## src/rtl/bram_port_arbiter_pkg.sv

```systemverilog
// Shared types and sizes for the data-BRAM port arbiter.
// The BRAM geometry matches the core's single-port byte-write data memory.
package bram_port_arbiter_pkg;

  localparam int unsigned ADDR_WIDTH      = 10;
  localparam int unsigned NB_COL          = 4;
  localparam int unsigned COL_WIDTH       = 8;
  localparam int unsigned DWIDTH          = NB_COL * COL_WIDTH;
  localparam int unsigned ARB_NUM_REQ     = 4;
  localparam int unsigned BRAM_RD_LATENCY = 1;

  typedef struct packed {
    logic [NB_COL-1:0]     we;
    logic [ADDR_WIDTH-1:0] addr;
    logic [DWIDTH-1:0]     wdata;
  } bram_cmd_t;

  // A command with no byte lanes enabled is a read.
  function automatic logic cmd_is_read(input bram_cmd_t cmd);
    return (cmd.we == '0);
  endfunction

endpackage

```

## src/rtl/bram_port_arbiter_rr_grant.sv

```systemverilog
// Combinational rotate-priority encoder: the first requester at or after ptr wins.
// Produces a one-hot grant, its binary index and an any-grant flag.
module bram_port_arbiter_rr_grant
  import bram_port_arbiter_pkg::*;
#(
  parameter int unsigned N = ARB_NUM_REQ
) (
  input  logic [N-1:0]         req,
  input  logic [$clog2(N)-1:0] ptr,
  output logic [N-1:0]         gnt_c,
  output logic [$clog2(N)-1:0] idx_c,
  output logic                 any_c
);

  localparam int unsigned IDXW = $clog2(N);
  localparam int unsigned PW   = IDXW + 1;

  logic [PW-1:0] pos;
  logic          found;

  // Scan ptr, ptr+1, ... modulo N; ptr < N and k < N keep pos below 2N.
  always_comb begin
    gnt_c = '0;
    idx_c = '0;
    found = 1'b0;
    pos   = '0;
    for (int unsigned k = 0; k < N; k++) begin
      pos = PW'(ptr) + PW'(k);
      if (pos >= PW'(N)) begin
        pos = pos - PW'(N);
      end
      if (!found && req[pos[IDXW-1:0]]) begin
        found                = 1'b1;
        gnt_c[pos[IDXW-1:0]] = 1'b1;
        idx_c                = pos[IDXW-1:0];
      end
    end
    any_c = found;
  end

endmodule

```

## src/rtl/bram_port_arbiter.sv

```systemverilog
// Round-robin arbiter sharing one byte-write data-BRAM port among NUM_REQ requesters.
// Commands are registered onto the BRAM port; read responses are routed back by a one-hot tag.
module bram_port_arbiter
  import bram_port_arbiter_pkg::*;
#(
  parameter int unsigned NUM_REQ    = ARB_NUM_REQ,
  parameter int unsigned RD_LATENCY = BRAM_RD_LATENCY
) (
  input  logic                                clk,
  input  logic                                reset_n,
  input  logic [NUM_REQ-1:0]                  req_valid,
  output logic [NUM_REQ-1:0]                  req_ready,
  input  logic [NUM_REQ-1:0][NB_COL-1:0]      req_we,
  input  logic [NUM_REQ-1:0][ADDR_WIDTH-1:0]  req_addr,
  input  logic [NUM_REQ-1:0][DWIDTH-1:0]      req_wdata,
  output logic [NUM_REQ-1:0]                  rsp_valid,
  output logic [DWIDTH-1:0]                   rsp_rdata,
  output logic                                bram_en,
  output logic [NB_COL-1:0]                   bram_we,
  output logic [ADDR_WIDTH-1:0]               bram_addr,
  output logic [DWIDTH-1:0]                   bram_wdata,
  input  logic [DWIDTH-1:0]                   bram_rdata
);

  localparam int unsigned IDXW = $clog2(NUM_REQ);

  logic [IDXW-1:0]    ptr_q, ptr_d;
  logic               en_q, en_d;
  bram_cmd_t          cmd_q, cmd_d;
  bram_cmd_t          sel_cmd_c;
  logic [NUM_REQ-1:0] gnt_c;
  logic [IDXW-1:0]    gnt_idx_c;
  logic               gnt_any_c;
  logic               hs_c;

  // Stage 0 lines up with bram_en; the last stage lines up with bram_rdata.
  logic [RD_LATENCY:0][NUM_REQ-1:0] tag_q, tag_d;
  logic [NUM_REQ-1:0]               tag_in_c;

  bram_port_arbiter_rr_grant #(
    .N (NUM_REQ)
  ) u_rr_grant (
    .req   (req_valid),
    .ptr   (ptr_q),
    .gnt_c (gnt_c),
    .idx_c (gnt_idx_c),
    .any_c (gnt_any_c)
  );

  assign req_ready = gnt_c & {NUM_REQ{reset_n}};
  assign hs_c      = gnt_any_c & reset_n;

  always_comb begin
    sel_cmd_c.we    = req_we[gnt_idx_c];
    sel_cmd_c.addr  = req_addr[gnt_idx_c];
    sel_cmd_c.wdata = req_wdata[gnt_idx_c];
  end

  // Next-state: pointer advance, command capture and tag push.
  always_comb begin
    ptr_d    = ptr_q;
    en_d     = 1'b0;
    cmd_d    = cmd_q;
    cmd_d.we = '0;
    tag_in_c = '0;
    if (hs_c) begin
      ptr_d = (gnt_idx_c == IDXW'(NUM_REQ - 1)) ? '0 : gnt_idx_c + IDXW'(1);
      en_d  = 1'b1;
      cmd_d = sel_cmd_c;
      if (cmd_is_read(sel_cmd_c)) begin
        tag_in_c = gnt_c;
      end
    end
    tag_d = {tag_q[RD_LATENCY-1:0], tag_in_c};
  end

  always_ff @(posedge clk or negedge reset_n) begin
    if (!reset_n) begin
      ptr_q <= '0;
      en_q  <= 1'b0;
      cmd_q <= '0;
      tag_q <= '0;
    end else begin
      ptr_q <= ptr_d;
      en_q  <= en_d;
      cmd_q <= cmd_d;
      tag_q <= tag_d;
    end
  end

  assign bram_en    = en_q;
  assign bram_we    = cmd_q.we;
  assign bram_addr  = cmd_q.addr;
  assign bram_wdata = cmd_q.wdata;
  assign rsp_valid  = tag_q[RD_LATENCY];
  assign rsp_rdata  = bram_rdata;

  a_ready_onehot0 : assert property (@(posedge clk) disable iff (!reset_n) $onehot0(req_ready));
  a_rsp_onehot0   : assert property (@(posedge clk) disable iff (!reset_n) $onehot0(rsp_valid));

endmodule

```

## config.mk

```make
export PLATFORM = sky130hd
export DESIGN_NAME = bram_port_arbiter
export DESIGN_NICKNAME = d
export VERILOG_FILES = /design/src/rtl/bram_port_arbiter_pkg.sv /design/src/rtl/bram_port_arbiter_rr_grant.sv /design/src/rtl/bram_port_arbiter.sv
export SDC_FILE = /design/constraint.sdc
export NUM_CORES = 1
export LEC_CHECK = 0
export CAP_MARGIN = 0
export CORE_AREA = 4 4 119 121
export DETAILED_ROUTE_END_ITERATION = 8
export DIE_AREA = 0 0 123 125
export PLACE_DENSITY_LB_ADDON = 0.1
export SLEW_MARGIN = 20
export SYNTH_ARGS = -nofsm -noshare
export SYNTH_HDL_FRONTEND = slang
export SYNTH_HIERARCHICAL = 1
export SYNTH_SLANG_ARGS = --single-unit
```

## constraint.sdc

```tcl
create_clock -name clk -period 4.04 [get_ports clk]
set_clock_uncertainty 0.2 [all_clocks]
set_input_delay 1.01 -clock clk [delete_from_list [all_inputs] [get_ports clk]]
set_output_delay 1.01 -clock clk [all_outputs]
set_load 0.05 [all_outputs]
```

==> results of run 1 <==
[cell type report]
| class | count | area, sq um |
|---|---|---|
| fill | 1103 | 6290 |
| timing repair buffer | 269 | 2730 |
| multi-input combinational | 150 | 2100 |
| sequential | 57 | 1430 |
| clock buffer | 9 | 225 |
| tap | 176 | 220 |
| clock inverter | 7 | 85.1 |
| inverter | 4 | 15.0 |
[worst max-delay path, cell delays in order]
cell,delay [ns]
dlygate4sd2_1,0.27
mux4_2,0.51
nor4b_4,0.40
a22oi_1,0.13
o21ai_1,0.15
and2_4,0.18
buf_12,0.13
[layout by cell type, fill, tap and decap left out, drive strengths merged, types with 2 or more instances in the layout]
cell           instances
a22oi                  9
and2                   4
buf                   30
bufinv                 2
clkbuf                 9
clkdlybuf4s15          2
clkdlybuf4s50        235
clkinv                 5
dfrtp                 57
dlygate4sd2            2
ha                     6
inv                    4
mux2                  45
mux2i                  4
mux4                  49
nand2                  2
nand2b                 2
nor2                   4
nor2b                  4
nor3b                  4
o21ai                  5
o31ai                  2
[metal layers]
layer	share of wire, %	vias to the layer above	track usage [%]
met2	51	168	29.5
met1	34	1543	18.1
li1	-	1449	-
met5	0	-	0
met4	3.7	0	8.47
met3	10	40	5.96
[Yosys cell counts]
library cell  number  area [sq um]
a22oi_2            1          12.5
and3b_1            1          8.76
nor3b_2            4          50.1
dfrtp_1           57          1430
a22oi_1            8          60.1
o221ai_1           1          8.76
nor4b_4            1          23.8
o31ai_1            2          15.0
mux2i_1            4          40.0
ha_1               6          75.1
buf_2              2          10.0
and2b_2            1          8.76
o21ai_0            5          25.0
mux2_2            45           507
nor4_1             1          6.26
buf_4             32           240
nor3_1             1          5.00
nor2b_1            4          25.0
mux4_2            47          1060
a32o_1             1          10.0
inv_1              4          15.0
clkbuf_1           5          18.8
buf_1              4          15.0
or3_4              1          11.3
nor2_1             4          15.0
o211ai_1           1          7.51
and3_1             1          6.26
and2_1             4          25.0
buf_6              8          90.1
nand2_1            2          7.51
nand2b_1           2          12.5
mux4_1             2          52.6
[power groups by stage]
stage / Clock (W) / Sequential, W / Combinational, W
floorplan: 0 / 0.00181 / 0.00244
global placement: 0 / 0.000973 / 0.00460
detailed placement: 0 / 0.000977 / 0.00464
CTS: 0.000826 / 0.000971 / 0.00468
global route: 0.000851 / 0.00100 / 0.00493
finish: 0.000800 / 0.000966 / 0.00461
[kinds of logic after synthesis]
group,synth area share [%]
multiplexers,42.6
AO/OA/AOI/OAI,3.57
buffers and inverters,10.0
adder cells (fa/ha/maj),1.93
flip-flops,36.6
AND/OR/NAND/NOR,5.27
[sequential cells by signal, summed over array words and instances (netlist names)]
signal,flops
bram_we,4
bram_wdata,32
rsp_valid,4
tag_d,4
ptr_q,2
bram_addr,10
bram_en,1
[metrics by stage]
| stage | cell area (sq um) | setup slack (ns) |
|---|---|---|
| 2_1_floorplan | 3890 | 0.268 |
| 3_3_place_gp | 6450 | -0.208 |
| 3_5_place_dp | 6450 | -0.268 |
| 4_1_cts | 6780 | 0.0442 |
| 5_1_grt | 6800 | -0.0357 |
| 6_report | 6800 | 0.0459 |
[worst paths after layout]
check	from	end	slack [ns]
min in group asynchronous	reset_n	bram_wdata[27]	0.46
min reg2reg	tag_d[7]	rsp_valid[3]	0.15
min	tag_d[7]	rsp_valid[3]	0.15
max reg2reg	ptr_q[0]	bram_wdata[19]	0.52
max	req_valid[0]	req_ready[2]	0.05
max in group asynchronous	reset_n	bram_addr[7]	2.24
[what timing repair did]
item,4_1_cts,5_1_grt
setup buffers,2,2
setup endpoints to repair,4,4
resized for setup,13,2
pin swaps,1,2
hold buffers,0,0
==> impl_metrics.ini, run 1 <==
[run_status]
run_status = complete, no violations

[layout]
n_antenna_cell = 0
layout.nets = 719
fin_cells = 672
finish.utilization_pct = 52.0
drive_gt1_share_pct = 31.0
synthToLayoutAreaGrowth_pct = 74.6

[sta]
holdWs_ns = 0.147
hold_viol = 0
relSlewSlack_pct = 61.0
rsz0062_at_grt = true
finalMaxSlewViolations = 0
setup_tns_ns = 0
period_needed_ns = 3.99
finalCritPeriodShare_pct = 98.9
worst_pin_slew_ns = 0.584
max_freq_mhz = 250
setup_violations = 0

[synth]
yosysWarnings = 6
avgSynthCellArea_sq_um = 14.9
ys_types = 32
synth_nets = 490
yosysSeqAreaShare_pct = 36.6
syn-cell-area_sq_um = 3890
netlist_instances = 262
synth_seq_cells = 57

[power]
internal-power_w = 0.00373
power.density_nw_per_um2 = 938
p_seq_share_pct = 15.1
ir_drop_mv = 0.402
power_frac_comb_pct = 72.3
power.leakage_nw = 2.65
power.share.clock_pct = 12.6
power.switching_w = 0.00265
switching_share_pct = 41.6
total_power_w = 0.00638

[global_route]
antenna_found_initial = 0
grt_util_all_layers_pct = 17.0
grt_max_degree = 41
overflow = 0
grt_pass1_wl_microns = 19600
grt_pass1_vias = 3462

[flow_run]
maxCapViolCount = 0

[clock_network]
clock_path_buffers = 2
cts.sinks = 57
htree_levels = 3
clk_pin_slew_worst_paths_ns = 0.05
cts_tree = built
cts_buffers = 9
clkLatencyLatePin_ns = 0.33
root_buffer = clkbuf_16

[routing]
vias = 3200
totalWireLength_microns = 13200
dr.pass1.iters = 4
ant_nets = 0
viasPerCell = 4.76
wl_per_cell_microns = 19.6
drc_errors = 0
drt_iter0_drc = 88

[hold_path]
hold_path.class = register to register
hold_depth = 0

[floorplan]
die_h_microns = 125
die_w_microns = 123
core_area_sq_um = 13100
initial_core_util_pct = 29.7
fp.dieArea_sq_um = 15400
ios = 309
fp-row-count = 42

[critical_path]
end_kind = output pin
cp.arrival_ns = 2.78
worst_r2r_path_depth = 10
startpoint_type = primary input
crit_required_ns = 2.83
worstSetupPathType = primary input to output pin
path_max_fanout = 5

[placed_design]
gp_congestion = 0.772
dp.final_hpwl_microns = 10800
io_buffers = 244
placed_cells = 652
Note: power is estimated with default switching activity, not from simulation.
==> run 2, diff against run 1 <==
PLACE_DENSITY = 0.74   (was default)
PLACE_DENSITY_LB_ADDON = default   (was 0.1)
SKIP_LAST_GASP = 1   (was default)
==> run 2 against run 1 <==
Against the previous run: combinational power down 4%; flip-flop and latch count stayed put; non-clock buffer count is 2 lower; register-to-register slack better by 0.02 ns; final cell count down 0.30%.
==> impl_metrics.ini, run 2 (synthesis gave the netlist of run 1 again) <==
[run_status]
run_status = complete, no violations

[sta]
max_freq_mhz = 260
setup_violations = 0
period_needed_ns = 3.85
relSlewSlack_pct = 63.6
setup_ws_ns = 0.188
holdWs_ns = 0.140
rsz0062_at_grt = false
worst_pin_slew_ns = 0.544
finalCritPeriodShare_pct = 95.3
hold_viol = 0
finalMaxSlewViolations = 0

[critical_path]
path_max_fanout = 5
crit_required_ns = 2.83
end_kind = output pin
worstSetupPathType = primary input to output pin
startpoint_type = primary input
regToRegStartpoint = ptr_q[0]
cp.arrival_ns = 2.64
startpoint = req_valid[3]

[layout]
drive_gt1_share_pct = 31.2
fin_cells = 670
area.sequential_sq_um = 1430
multi_input_area_sq_um = 2100
synthToLayoutAreaGrowth_pct = 73.1
layout.nets = 717
n_antenna_cell = 0
final_common_cell = clkdlybuf4s50_1
largest_register_ffs = 32
n_fill_cell = 1086
mostFrequentLayoutCells = clkdlybuf4s50_1, dfrtp_1, mux4_2

[placed_design]
placed_cells = 648
gp_congestion = 0.851
dp.final_hpwl_microns = 10600
post-place-ws_ns = -0.304
io_buffers = 244

[floorplan]
die_h_microns = 125
fp-row-count = 42
ios = 309
initial_core_util_pct = 29.7
core_area_sq_um = 13100
die_w_microns = 123
fp.dieArea_sq_um = 15400

[power]
power.leakage_nw = 2.62
total_power_w = 0.00618
ir_drop_mv = 0.473
power.density_nw_per_um2 = 918

[clock_network]
clk_pin_slew_worst_paths_ns = 0.05
clkLatencyLatePin_ns = 0.31
cts_tree = built
htree_levels = 3
cts.sinks = 57
root_buffer = clkbuf_16
hold_buffers = 0
cts_buffers = 9
clock_path_buffers = 2

[global_route]
antenna_found_initial = 0
grt_pass1_vias = 3580
grt_util_all_layers_pct = 16.0
grt_pass1_wl_microns = 19000
overflow = 0
grt_max_degree = 44

[routing]
drc_errors = 0
dr.pass1.iters = 4
drt_iter0_drc = 91
vias = 3224
totalWireLength_microns = 12800
viasPerCell = 4.81
ant_nets = 0
wl_per_cell_microns = 19.2

[hold_path]
hold_path.class = register to register
worstHoldStart = tag_d[7]

[flow_run]
maxCapViolCount = 0
==> run 2: worst paths after layout <==
kind / to / slack (ns) / cells past startpoint
min: rsp_valid[3] / 0.14 / 0
min reg2reg: rsp_valid[3] / 0.14 / 0
max: req_ready[2] / 0.19 / 7
max reg2reg: bram_wdata[11] / 0.54 / 11
max in group asynchronous: bram_wdata[5] / 2.22 / 2
min in group asynchronous: ptr_q[0] / 0.48 / 1
==> run 2: final cells by class <==
class	instances	area share, %
clock buffer	14	4.07
clock inverter	2	0.520
inverter	4	0.223
multi-input combinational	150	31.1
sequential	57	21.2
tap	176	3.27
timing repair buffer	267	39.6
==> run 2: worst max-delay path: stages <==
cell      delay, ns
clkbuf_2       0.11
mux4_2         0.52
nor4b_4        0.41
a22oi_1        0.12
o21ai_1        0.15
and2_4         0.19
buf_12         0.13
==> run 2: per-layer routing <==
| layer | wire, microns | up-vias | global-route usage, % |
|---|---|---|---|
| met3 | 1620 | 25 | 6.19 |
| li1 | - | 1443 | - |
| met5 | 0 | - | 0 |
| met4 | 217 | 0 | 5.15 |
| met2 | 6510 | 188 | 28.8 |
| met1 | 4480 | 1568 | 17.1 |
==> run 2: stage by stage <==
stage,utilization (%),area (sq um),TNS (ns)
floorplan,-,3890,0
global placement,48.9,6400,-5.74
detailed placement,48.9,6400,-9.00
CTS,51.5,6740,0
global route,51.5,6740,0
finish,51.5,6740,0
==> run 2: power by group <==
group	total (W)	internal [W]	switching (W)	leakage, nW
clock network	0.000767	0.000526	0.000241	0.153
registers	0.000978	0.000845	0.000133	0.689
logic	0.00444	0.00222	0.00222	1.78
total	0.00618	0.00359	0.00259	2.62
==> run 2: repair_timing <==
item,in CTS,in global routing
endpoints found under the setup margin,4,4
gates resized for setup,11,10
pin swaps,1,2
buffers inserted,5,1
cloned,0,0
